--- src/rtl/div_arbiter.sv ---
// div_arbiter: two-requester front end for one shared signed divider.
// A granted request is latched, divided by a WIDTH-step restoring divider on
// operand magnitudes, and the signed result is held until the consumer takes it.
// Optional feature macro: DIV_ARB_RR_EN selects round-robin arbitration between
// simultaneous requests; without it requester 0 has fixed priority.
module div_arbiter #(
    parameter int WIDTH = 4
) (
    input  logic             clk,
    input  logic             rst_n,
    input  logic             req0_valid,
    input  logic             req1_valid,
    output logic             req0_ready,
    output logic             req1_ready,
    input  logic [WIDTH-1:0] req0_dividend,
    input  logic [WIDTH-1:0] req0_divisor,
    input  logic [WIDTH-1:0] req1_dividend,
    input  logic [WIDTH-1:0] req1_divisor,
    output logic             rsp_valid,
    input  logic             rsp_ready,
    output logic             rsp_id,
    output logic [WIDTH-1:0] rsp_quotient,
    output logic [WIDTH-1:0] rsp_remainder,
    output logic             rsp_div0,
    output logic             rsp_ovf
);

    localparam int CW = (WIDTH > 1) ? $clog2(WIDTH) : 1;
    localparam logic [WIDTH-1:0] MIN_VAL = {1'b1, {(WIDTH-1){1'b0}}};

    typedef enum logic [1:0] {IDLE, CALC, DONE} state_t;

    state_t           state_q, state_d;
    logic [CW-1:0]    cnt_q;
    logic             id_q, neg_a_q, neg_b_q, div0_q, ovf_q;
    logic [WIDTH-1:0] a_q, dvs_q, acc_q, quo_q;
    logic             rsp_id_q, rsp_div0_q, rsp_ovf_q;
    logic [WIDTH-1:0] rsp_quo_q, rsp_rem_q;

    logic             any_v, gnt_id, accept, last_step;
    logic [WIDTH-1:0] op_a, op_b;
    logic [WIDTH:0]   shifted, trial;
    logic             ge;
    logic [WIDTH-1:0] acc_d, quo_d, quo_fin, rem_fin;

    function automatic logic [WIDTH-1:0] mag(input logic [WIDTH-1:0] x);
        return x[WIDTH-1] ? (~x + 1'b1) : x;
    endfunction

    assign any_v = req0_valid | req1_valid;

`ifdef DIV_ARB_RR_EN
    // last_q = requester granted at the most recent acceptance; reset to 1 so 0 wins first
    logic last_q;
    assign gnt_id = (req0_valid & req1_valid) ? ~last_q : req1_valid;

    // Pointer moves only when a request is actually taken
    always_ff @(posedge clk or negedge rst_n) begin
        if (!rst_n)      last_q <= 1'b1;
        else if (accept) last_q <= gnt_id;
    end
`else
    assign gnt_id = ~req0_valid;
`endif

    assign accept    = (state_q == IDLE) & any_v;
    assign last_step = (cnt_q == CW'(WIDTH - 1));
    assign op_a      = gnt_id ? req1_dividend : req0_dividend;
    assign op_b      = gnt_id ? req1_divisor  : req0_divisor;

    // One restoring step: shift next dividend bit into the partial remainder, try subtract
    always_comb begin
        shifted = {acc_q, quo_q[WIDTH-1]};
        trial   = shifted - {1'b0, dvs_q};
        ge      = ~trial[WIDTH];
        acc_d   = ge ? trial[WIDTH-1:0] : shifted[WIDTH-1:0];
        quo_d   = {quo_q[WIDTH-2:0], ge};
    end

    // Re-apply signs (truncate toward zero, remainder follows dividend) and special cases
    always_comb begin
        quo_fin = (neg_a_q ^ neg_b_q) ? (~quo_d + 1'b1) : quo_d;
        rem_fin = neg_a_q ? (~acc_d + 1'b1) : acc_d;
        if (div0_q) begin
            quo_fin = '0;
            rem_fin = a_q;
        end else if (ovf_q) begin
            quo_fin = MIN_VAL;
            rem_fin = '0;
        end
    end

    // State register
    always_ff @(posedge clk or negedge rst_n) begin
        if (!rst_n) state_q <= IDLE;
        else        state_q <= state_d;
    end

    // Next state and handshake outputs
    always_comb begin
        state_d    = state_q;
        req0_ready = 1'b0;
        req1_ready = 1'b0;
        rsp_valid  = 1'b0;
        case (state_q)
            IDLE: begin
                req0_ready = req0_valid & ~gnt_id;
                req1_ready = req1_valid &  gnt_id;
                if (any_v) state_d = CALC;
            end
            CALC: if (last_step) state_d = DONE;
            DONE: begin
                rsp_valid = 1'b1;
                if (rsp_ready) state_d = IDLE;
            end
            default: state_d = IDLE;
        endcase
    end

    // Operand capture, iteration, and result registers loaded on the final step
    always_ff @(posedge clk or negedge rst_n) begin
        if (!rst_n) begin
            cnt_q      <= '0;
            id_q       <= 1'b0;
            neg_a_q    <= 1'b0;
            neg_b_q    <= 1'b0;
            div0_q     <= 1'b0;
            ovf_q      <= 1'b0;
            a_q        <= '0;
            dvs_q      <= '0;
            acc_q      <= '0;
            quo_q      <= '0;
            rsp_id_q   <= 1'b0;
            rsp_div0_q <= 1'b0;
            rsp_ovf_q  <= 1'b0;
            rsp_quo_q  <= '0;
            rsp_rem_q  <= '0;
        end else if (accept) begin
            cnt_q   <= '0;
            id_q    <= gnt_id;
            a_q     <= op_a;
            neg_a_q <= op_a[WIDTH-1];
            neg_b_q <= op_b[WIDTH-1];
            dvs_q   <= mag(op_b);
            acc_q   <= '0;
            quo_q   <= mag(op_a);
            div0_q  <= (op_b == '0);
            ovf_q   <= (op_a == MIN_VAL) && (op_b == '1);
        end else if (state_q == CALC) begin
            cnt_q <= cnt_q + 1'b1;
            acc_q <= acc_d;
            quo_q <= quo_d;
            if (last_step) begin
                rsp_id_q   <= id_q;
                rsp_quo_q  <= quo_fin;
                rsp_rem_q  <= rem_fin;
                rsp_div0_q <= div0_q;
                rsp_ovf_q  <= ovf_q;
            end
        end
    end

    assign rsp_id        = rsp_id_q;
    assign rsp_quotient  = rsp_quo_q;
    assign rsp_remainder = rsp_rem_q;
    assign rsp_div0      = rsp_div0_q;
    assign rsp_ovf       = rsp_ovf_q;

endmodule

--- config.mk ---
export PLATFORM = sky130hd
export DESIGN_NAME = div_arbiter
export DESIGN_NICKNAME = d
export VERILOG_FILES = /design/src/rtl/div_arbiter.sv
export SDC_FILE = /design/constraint.sdc
export NUM_CORES = 1
export LEC_CHECK = 0
export CAP_MARGIN = 20
export CORE_UTILIZATION = 57
export CTS_CLUSTER_DIAMETER = 50
export CTS_CLUSTER_SIZE = 12
export DETAILED_ROUTE_END_ITERATION = 6
export PLACE_DENSITY_LB_ADDON = 0.12
export SLEW_MARGIN = 5
export SYNTH_ARGS = -nofsm -noshare
export SYNTH_HDL_FRONTEND = slang
export SYNTH_SLANG_ARGS = --single-unit
--- constraint.sdc ---
create_clock -name clk -period 6.06 [get_ports clk]
set_clock_uncertainty 0.2 [all_clocks]
set_input_delay 0.909 -clock clk [delete_from_list [all_inputs] [get_ports clk]]
set_output_delay 0.909 -clock clk [all_outputs]
set_load 0.02 [all_outputs]
==> results of run 1 <==
-- synthesized netlist by cell type (all sizes together) (2+ instances only) --
master | count | area share, %
nor2 | 18 | 3.3
mux2 | 5 | 3.1
mux2i | 12 | 5.9
nor2b | 3 | 0.92
nand2b | 7 | 2.1
inv | 10 | 1.8
a21oi | 12 | 2.9
o21ai | 25 | 6.1
xnor2 | 6 | 2.6
dfrtp | 35 | 43
xor2 | 3 | 1.7
ha | 10 | 6.1
clkbuf | 10 | 1.8
and2 | 2 | 0.61
o22ai | 2 | 0.61
nand3 | 11 | 2.7
nand2 | 35 | 6.6
nor3 | 6 | 1.7
-- routing by layer --
| layer | part of all wire, % | routed length [µm] | vias up | global-route usage [%] |
|---|---|---|---|---|
| met4 | 1.4 | 51 | 0 | 7.62 |
| met2 | 46 | 1720 | 38 | 34.4 |
| met1 | 50 | 1870 | 736 | 31.4 |
| met3 | 3.6 | 134 | 5 | 6.83 |
| li1 | - | - | 839 | - |
| met5 | 0 | 0 | - | 0 |
-- through the flow --
stage / worst slack, ns / instances / utilization [%] / hold WS [ns] / power (mW)
floorplan: 3.21 / 226 / - / 0.240 / 1.03
global placement: 2.33 / 296 / 70.9 / 0.261 / 1.22
detailed placement: 2.32 / 296 / 70.9 / 0.267 / 1.24
CTS: 2.32 / 304 / 72.9 / 0.290 / 1.39
global route: 2.23 / 305 / 73.4 / 0.321 / 1.53
finish: 2.32 / 305 / 73.4 / 0.286 / 1.39
-- power groups by stage --
| stage | Sequential (mW) | Clock [mW] | Combinational, mW |
|---|---|---|---|
| after global placement | 0.429 | 0 | 0.787 |
| after floorplan | 0.442 | 0 | 0.586 |
| after detailed placement | 0.434 | 0 | 0.805 |
| after global routing | 0.447 | 0.158 | 0.922 |
| after CTS | 0.429 | 0.145 | 0.814 |
| final | 0.430 | 0.145 | 0.818 |
-- sequential cells by signal (all words and copies together), names as in the netlist, 2 cells and up --
register       flops
a_q                3
acc_q              4
cnt_q              2
dvs_q              4
quo_q              4
rsp_quotient       4
rsp_remainder      4
state_q            2
-- worst max-delay path by stage --
stage / start / to / slack (ns)
after floorplan: quo_q[3] / rsp_remainder[2] / 3.21
after global placement: req0_valid / req0_ready / 2.33
after detailed placement: req0_valid / req0_ready / 2.32
after CTS: req0_valid / req0_ready / 2.32
after global routing: req0_valid / req0_ready / 2.23
final: req0_valid / req0_ready / 2.32
-- logic make-up (layout without fill, tap and decap cells) --
kind of cell             Yosys count  after routing  share of synthesized area (%)
AND/OR/NAND/NOR                   88             88                           20.3
AO/OA/AOI/OAI                     45             45                           12.4
flip-flops                        35             35                           43.0
buffers and inverters             21             54                           3.93
multiplexers                      17             17                           9.03
adder cells (fa/ha/maj)           11             11                           7.13
XOR/XNOR                           9              9                           4.24
-- worst register-to-register path: cells and delay by family, from the launching register on --
family,cells,cell delay [ns]
AND/OR/NAND/NOR,2,0.32
multiplexers,1,0.43
adder cells (fa/ha/maj),3,0.79
AO/OA/AOI/OAI,2,0.32
XOR/XNOR,2,0.55
flip-flops,1,0.40
buffers and inverters,1,0.08
-- layout make-up --
class                      count  area (µm²)  area share (%)
timing repair buffer          36         363            14.6
inverter                      10        37.5            1.51
clock buffer                   8        68.8            2.77
tap                           46        57.6            2.31
multi-input combinational    170        1080            43.6
sequential                    35         876            35.2
==> results.json, run 1 <==
{
  "grt_antenna_before_repair": 0,
  "grt_pass1_wl_um": 6240,
  "holdCritStartpoint": "rsp_div0",
  "ys_seq_area_share_pct": 43.0,
  "clock_latency_ns": 0.34,
  "worst-path-buf-inv": 2,
  "coreArea_um2": 3390,
  "nets": 290,
  "route.detailed.drc": 0,
  "final_area_um2": 2490,
  "die_h_um": 61.8,
  "ios": 35,
  "rr_startpoint": "quo_q[3]",
  "period_needed_ns": 3.74,
  "yosysWarnings": 0,
  "crit_top_cell": "clkdlybuf4s50_1",
  "n_antenna_cell": 0,
  "cts_root_buf": "clkbuf_4",
  "portBuffers": 34,
  "cts_sinks": 35,
  "power_frac_clock_pct": 10.4,
  "grt_max_degree": 37,
  "final_common_cell": "dfrtp_1",
  "area_growth_syn_to_layout_pct": 22.1,
  "synth_fp_nets": 258,
  "final_cell_mix": "dfrtp_1, nand2_1, clkdlybuf4s50_1, o21ai_0, nor2_1",
  "drtIter0Drc": 44,
  "drt-vias-per-instance": 5.30,
  "post-route-period-util_pct": 61.7,
  "maxSlewHeadroom_pct": 57.6,
  "ir_drop_mv": 0.198,
  "antenna_left": 0,
  "initial_core_util_pct": 60.1,
  "track_usage_pct": 22.8,
  "synthCells": 226,
  "required_ns": 4.95,
  "p_int_mw": 0.787,
  "synthesis.area_um2": 2040,
  "switchingPower_mw": 0.606,
  "rsz0062_at_grt": "no",
  "maxCapViolCount": 0,
  "grt_pass1_vias": 1373,
  "grt_overflow_total": 0,
  "routed_wl_um": 3770,
  "cellPowerDensity_nw_per_um2": 560,
  "crit_type": "input port to output port",
  "synth_edf_count": 0,
  "seq_power_share_pct": 30.9,
  "worst_pin_slew_ns": 0.634,
  "path_cells": "clkdlybuf4s50_1 > and2_1 > clkdlybuf4s50_1",
  "worst_ep_arrival_time_ns": 2.63,
  "dpl.hpwl_um": 2830,
  "critPathTopFamily": "buffers and inverters",
  "reg2reg_to": "rsp_remainder[2]",
  "hold_viol_final": 0,
  "hold_buffers": 0,
  "maxSlewViolCount": 0,
  "post_cts_resized": 0,
  "syn_area_per_cell_um2": 9.01,
  "crit_cells": 3,
  "drive_gt1_share_pct": 7.34,
  "r2r_cells": 11,
  "setup_viol": 0,
  "critical-path-max-stage-delay_ns": 0.88,
  "crit_slowest_cell": "clkdlybuf4s50_1",
  "nFillCells": 257,
  "whs_endpoint": "rsp_div0",
  "ys_types": 38,
  "netSwitchingFraction_pct": 43.5,
  "place_area_um2": 2400,
  "cts_tree": "yes",
  "firstDrtPassIters": 4,
  "cts_buffer_depth": 2,
  "die_w_um": 61.8,
  "min_path_cells": 2,
  "hp-class": "flip-flop to flip-flop",
  "max_freq_ghz": 0.268,
  "postSynth.asyncResetShare_pct": 100,
  "cp-end-kind": "output port",
  "route.vias.total": 1618,
  "clk_pin_slew_worst_paths_ns": 0.10,
  "reg2reg_slack_ns": 2.88,
  "gp_congestion": 0.857,
  "leakage_nw": 1.13,
  "htreeDepth": 2,
  "critPathLaunchType": "input port",
  "routedWlPerCell_um": 12.4,
  "outcome": "finished, final reports clean",
  "cts_setup_buffers": 0,
  "core.rowCount": 21,
  "ys_seq_elements": 35,
  "fin_tns_setup_ns": 0,
  "cp_max_fo": 15,
  "p_comb_share_pct": 58.7,
  "synthFlopType": "dfrtp_1",
  "cts_made_buffers": 5,
  "die_area_um2": 3820
}
Power figures use the tool's default switching activity.
==> inputs of run 2 (changes only) <==
--- a/config.mk
+++ b/config.mk
@@ -6,7 +6,7 @@
 export NUM_CORES = 1
 export LEC_CHECK = 0
 export CAP_MARGIN = 20
-export CORE_UTILIZATION = 57
+export CORE_UTILIZATION = 48
 export CTS_CLUSTER_DIAMETER = 50
 export CTS_CLUSTER_SIZE = 12
 export DETAILED_ROUTE_END_ITERATION = 6
==> constraint.sdc (replaced) <==
create_clock -name clk -period 3.35 [get_ports clk]
set_clock_uncertainty 0.2 [all_clocks]
set_input_delay 0.5025 -clock clk [delete_from_list [all_inputs] [get_ports clk]]
set_output_delay 0.5025 -clock clk [all_outputs]
set_load 0.02 [all_outputs]
==> run 2 against run 1 <==
Net effect:
- hold slack lost 0.010 ns
- first-iteration DRC count increased by 45%
- clock power is 130% higher
- critical path type is now flip-flop to flip-flop
- largest power group unchanged
==> results.json, run 2 (synthesis results as in run 1) <==
{
  "outcome": "finished, final reports clean",
  "path_cells": "inv_1 > ha_1 > fa_1 > nand2b_1 > o2bb2ai_2 > xor2_2 > mux2_2 > ha_1 > nand2b_1 > xnor2_1 > o22ai_1",
  "hp-class": "flip-flop to flip-flop",
  "clk_pin_slew_worst_paths_ns": 0.07,
  "reg2reg_to": "rsp_remainder[2]",
  "cts_tree": "yes",
  "post_cts_resized": 0,
  "routed_wl_um": 3950,
  "worst_pin_slew_ns": 0.619,
  "initial_core_util_pct": 50.6,
  "dpl.hpwl_um": 2980,
  "n_antenna_cell": 0,
  "gp_congestion": 0.799,
  "grt_max_degree": 36,
  "grt_pass1_wl_um": 6700,
  "clock_latency_ns": 0.29,
  "maxCapViolCount": 0,
  "grt_antenna_before_repair": 0,
  "routedWlPerCell_um": 12.6,
  "htreeDepth": 2,
  "ir_drop_mv": 0.335,
  "cp_max_fo": 3,
  "worst_ep_arrival_time_ns": 2.81,
  "route.vias.total": 1612,
  "critPathLaunchType": "flip-flop",
  "holdWs_ns": 0.275,
  "portBuffers": 34,
  "cts_setup_buffers": 0,
  "maxSlewViolCount": 0,
  "max_freq_ghz": 0.357,
  "cts_buffer_depth": 2,
  "drt-vias-per-instance": 5.15,
  "crit_type": "flip-flop to flip-flop",
  "cp-end-kind": "flip-flop",
  "route.detailed.drc": 0,
  "period_needed_ns": 2.80,
  "drtIter0Drc": 64,
  "holdCritStartpoint": "rsp_id",
  "worst-path-buf-inv": 1,
  "min_path_cells": 2,
  "nets": 294,
  "cts_root_buf": "clkbuf_8",
  "ios": 35,
  "grt_pass1_vias": 1458,
  "coreArea_um2": 4030,
  "critical-path-max-stage-delay_ns": 0.39,
  "die_w_um": 67.1,
  "die_h_um": 67.1,
  "r2r_cells": 11,
  "area_growth_syn_to_layout_pct": 25.0,
  "antenna_left": 0,
  "core.rowCount": 23,
  "rr_startpoint": "quo_q[3]",
  "cts_sinks": 35,
  "hold_buffers": 0,
  "leakage_nw": 1.16,
  "fin_tns_setup_ns": 0,
  "whs_endpoint": "rsp_id",
  "setup_viol": 0,
  "final_common_cell": "dfrtp_1",
  "critPathTopFamily": "adder cells",
  "cellPowerDensity_nw_per_um2": 1030,
  "rsz0062_at_grt": "no",
  "track_usage_pct": 20.5,
  "drive_gt1_share_pct": 8.75,
  "final_cell_mix": "dfrtp_1, nand2_1, clkdlybuf4s50_1, o21ai_0, nor2_1",
  "hold_viol_final": 0,
  "grt_overflow_total": 0,
  "cts_made_buffers": 5,
  "nFillCells": 366,
  "crit_slowest_cell": "fa_1",
  "reg2reg_slack_ns": 0.55,
  "die_area_um2": 4510,
  "post-route-period-util_pct": 83.6,
  "firstDrtPassIters": 4,
  "maxSlewHeadroom_pct": 58.6,
  "required_ns": 3.36
}
[run 2: area by class of cell]
| class | instances | area (µm²) | area share, % |
|---|---|---|---|
| Clock buffer | 8 | 100 | 3.93 |
| Inverter | 10 | 37.5 | 1.47 |
| Multi-Input combinational cell | 170 | 1080 | 42.6 |
| Sequential cell | 35 | 876 | 34.4 |
| Tap cell | 50 | 62.6 | 2.46 |
| Timing Repair Buffer | 40 | 385 | 15.1 |
[run 2: per-stage QoR]
stage	instances	util [%]	total power [mW]	instance area (µm²)	worst slack (ns)
2_1_floorplan	226	-	1.86	2040	0.505
3_3_place_gp	305	60.7	2.27	2450	0.592
3_5_place_dp	305	60.7	2.30	2450	0.560
4_1_cts	313	63.2	2.64	2550	0.545
5_1_grt	313	63.2	2.85	2550	0.354
6_report	313	63.2	2.62	2550	0.548
[run 2: worst max path at each step]
| stage | from | to | slack, ns | cells after the start |
|---|---|---|---|---|
| after floorplan | quo_q[3] | rsp_remainder[2] | 0.50 | 11 |
| after global placement | quo_q[3] | rsp_remainder[2] | 0.59 | 11 |
| after detailed placement | quo_q[3] | rsp_remainder[2] | 0.56 | 11 |
| after CTS | quo_q[3] | rsp_remainder[2] | 0.55 | 11 |
| after global routing | quo_q[3] | rsp_remainder[2] | 0.35 | 11 |
| final | quo_q[3] | rsp_remainder[2] | 0.55 | 11 |
[run 2: report_power, final]
group | switching [mW] | internal, mW
sequential | 0.154 | 0.618
clock | 0.148 | 0.188
combinational | 0.806 | 0.708
total | 1.11 | 1.51
[run 2: worst reg2reg max path, delay by kind of cell (launching register included)]
kind,cells,cell delay (ns)
adders and majority gates,3,0.78
muxes,1,0.38
DFF,1,0.36
xor gates and xnor gates,2,0.33
and+or+nand+nor,2,0.31
AOI/OAI and AO/OA,2,0.30
buffers and inverters,1,0.06
[run 2: metal layers]
layer	track usage, %	wire [µm]
met5	0	0
met4	9.84	108
met3	5.57	172
met2	31.1	1740
met1	26.8	1940
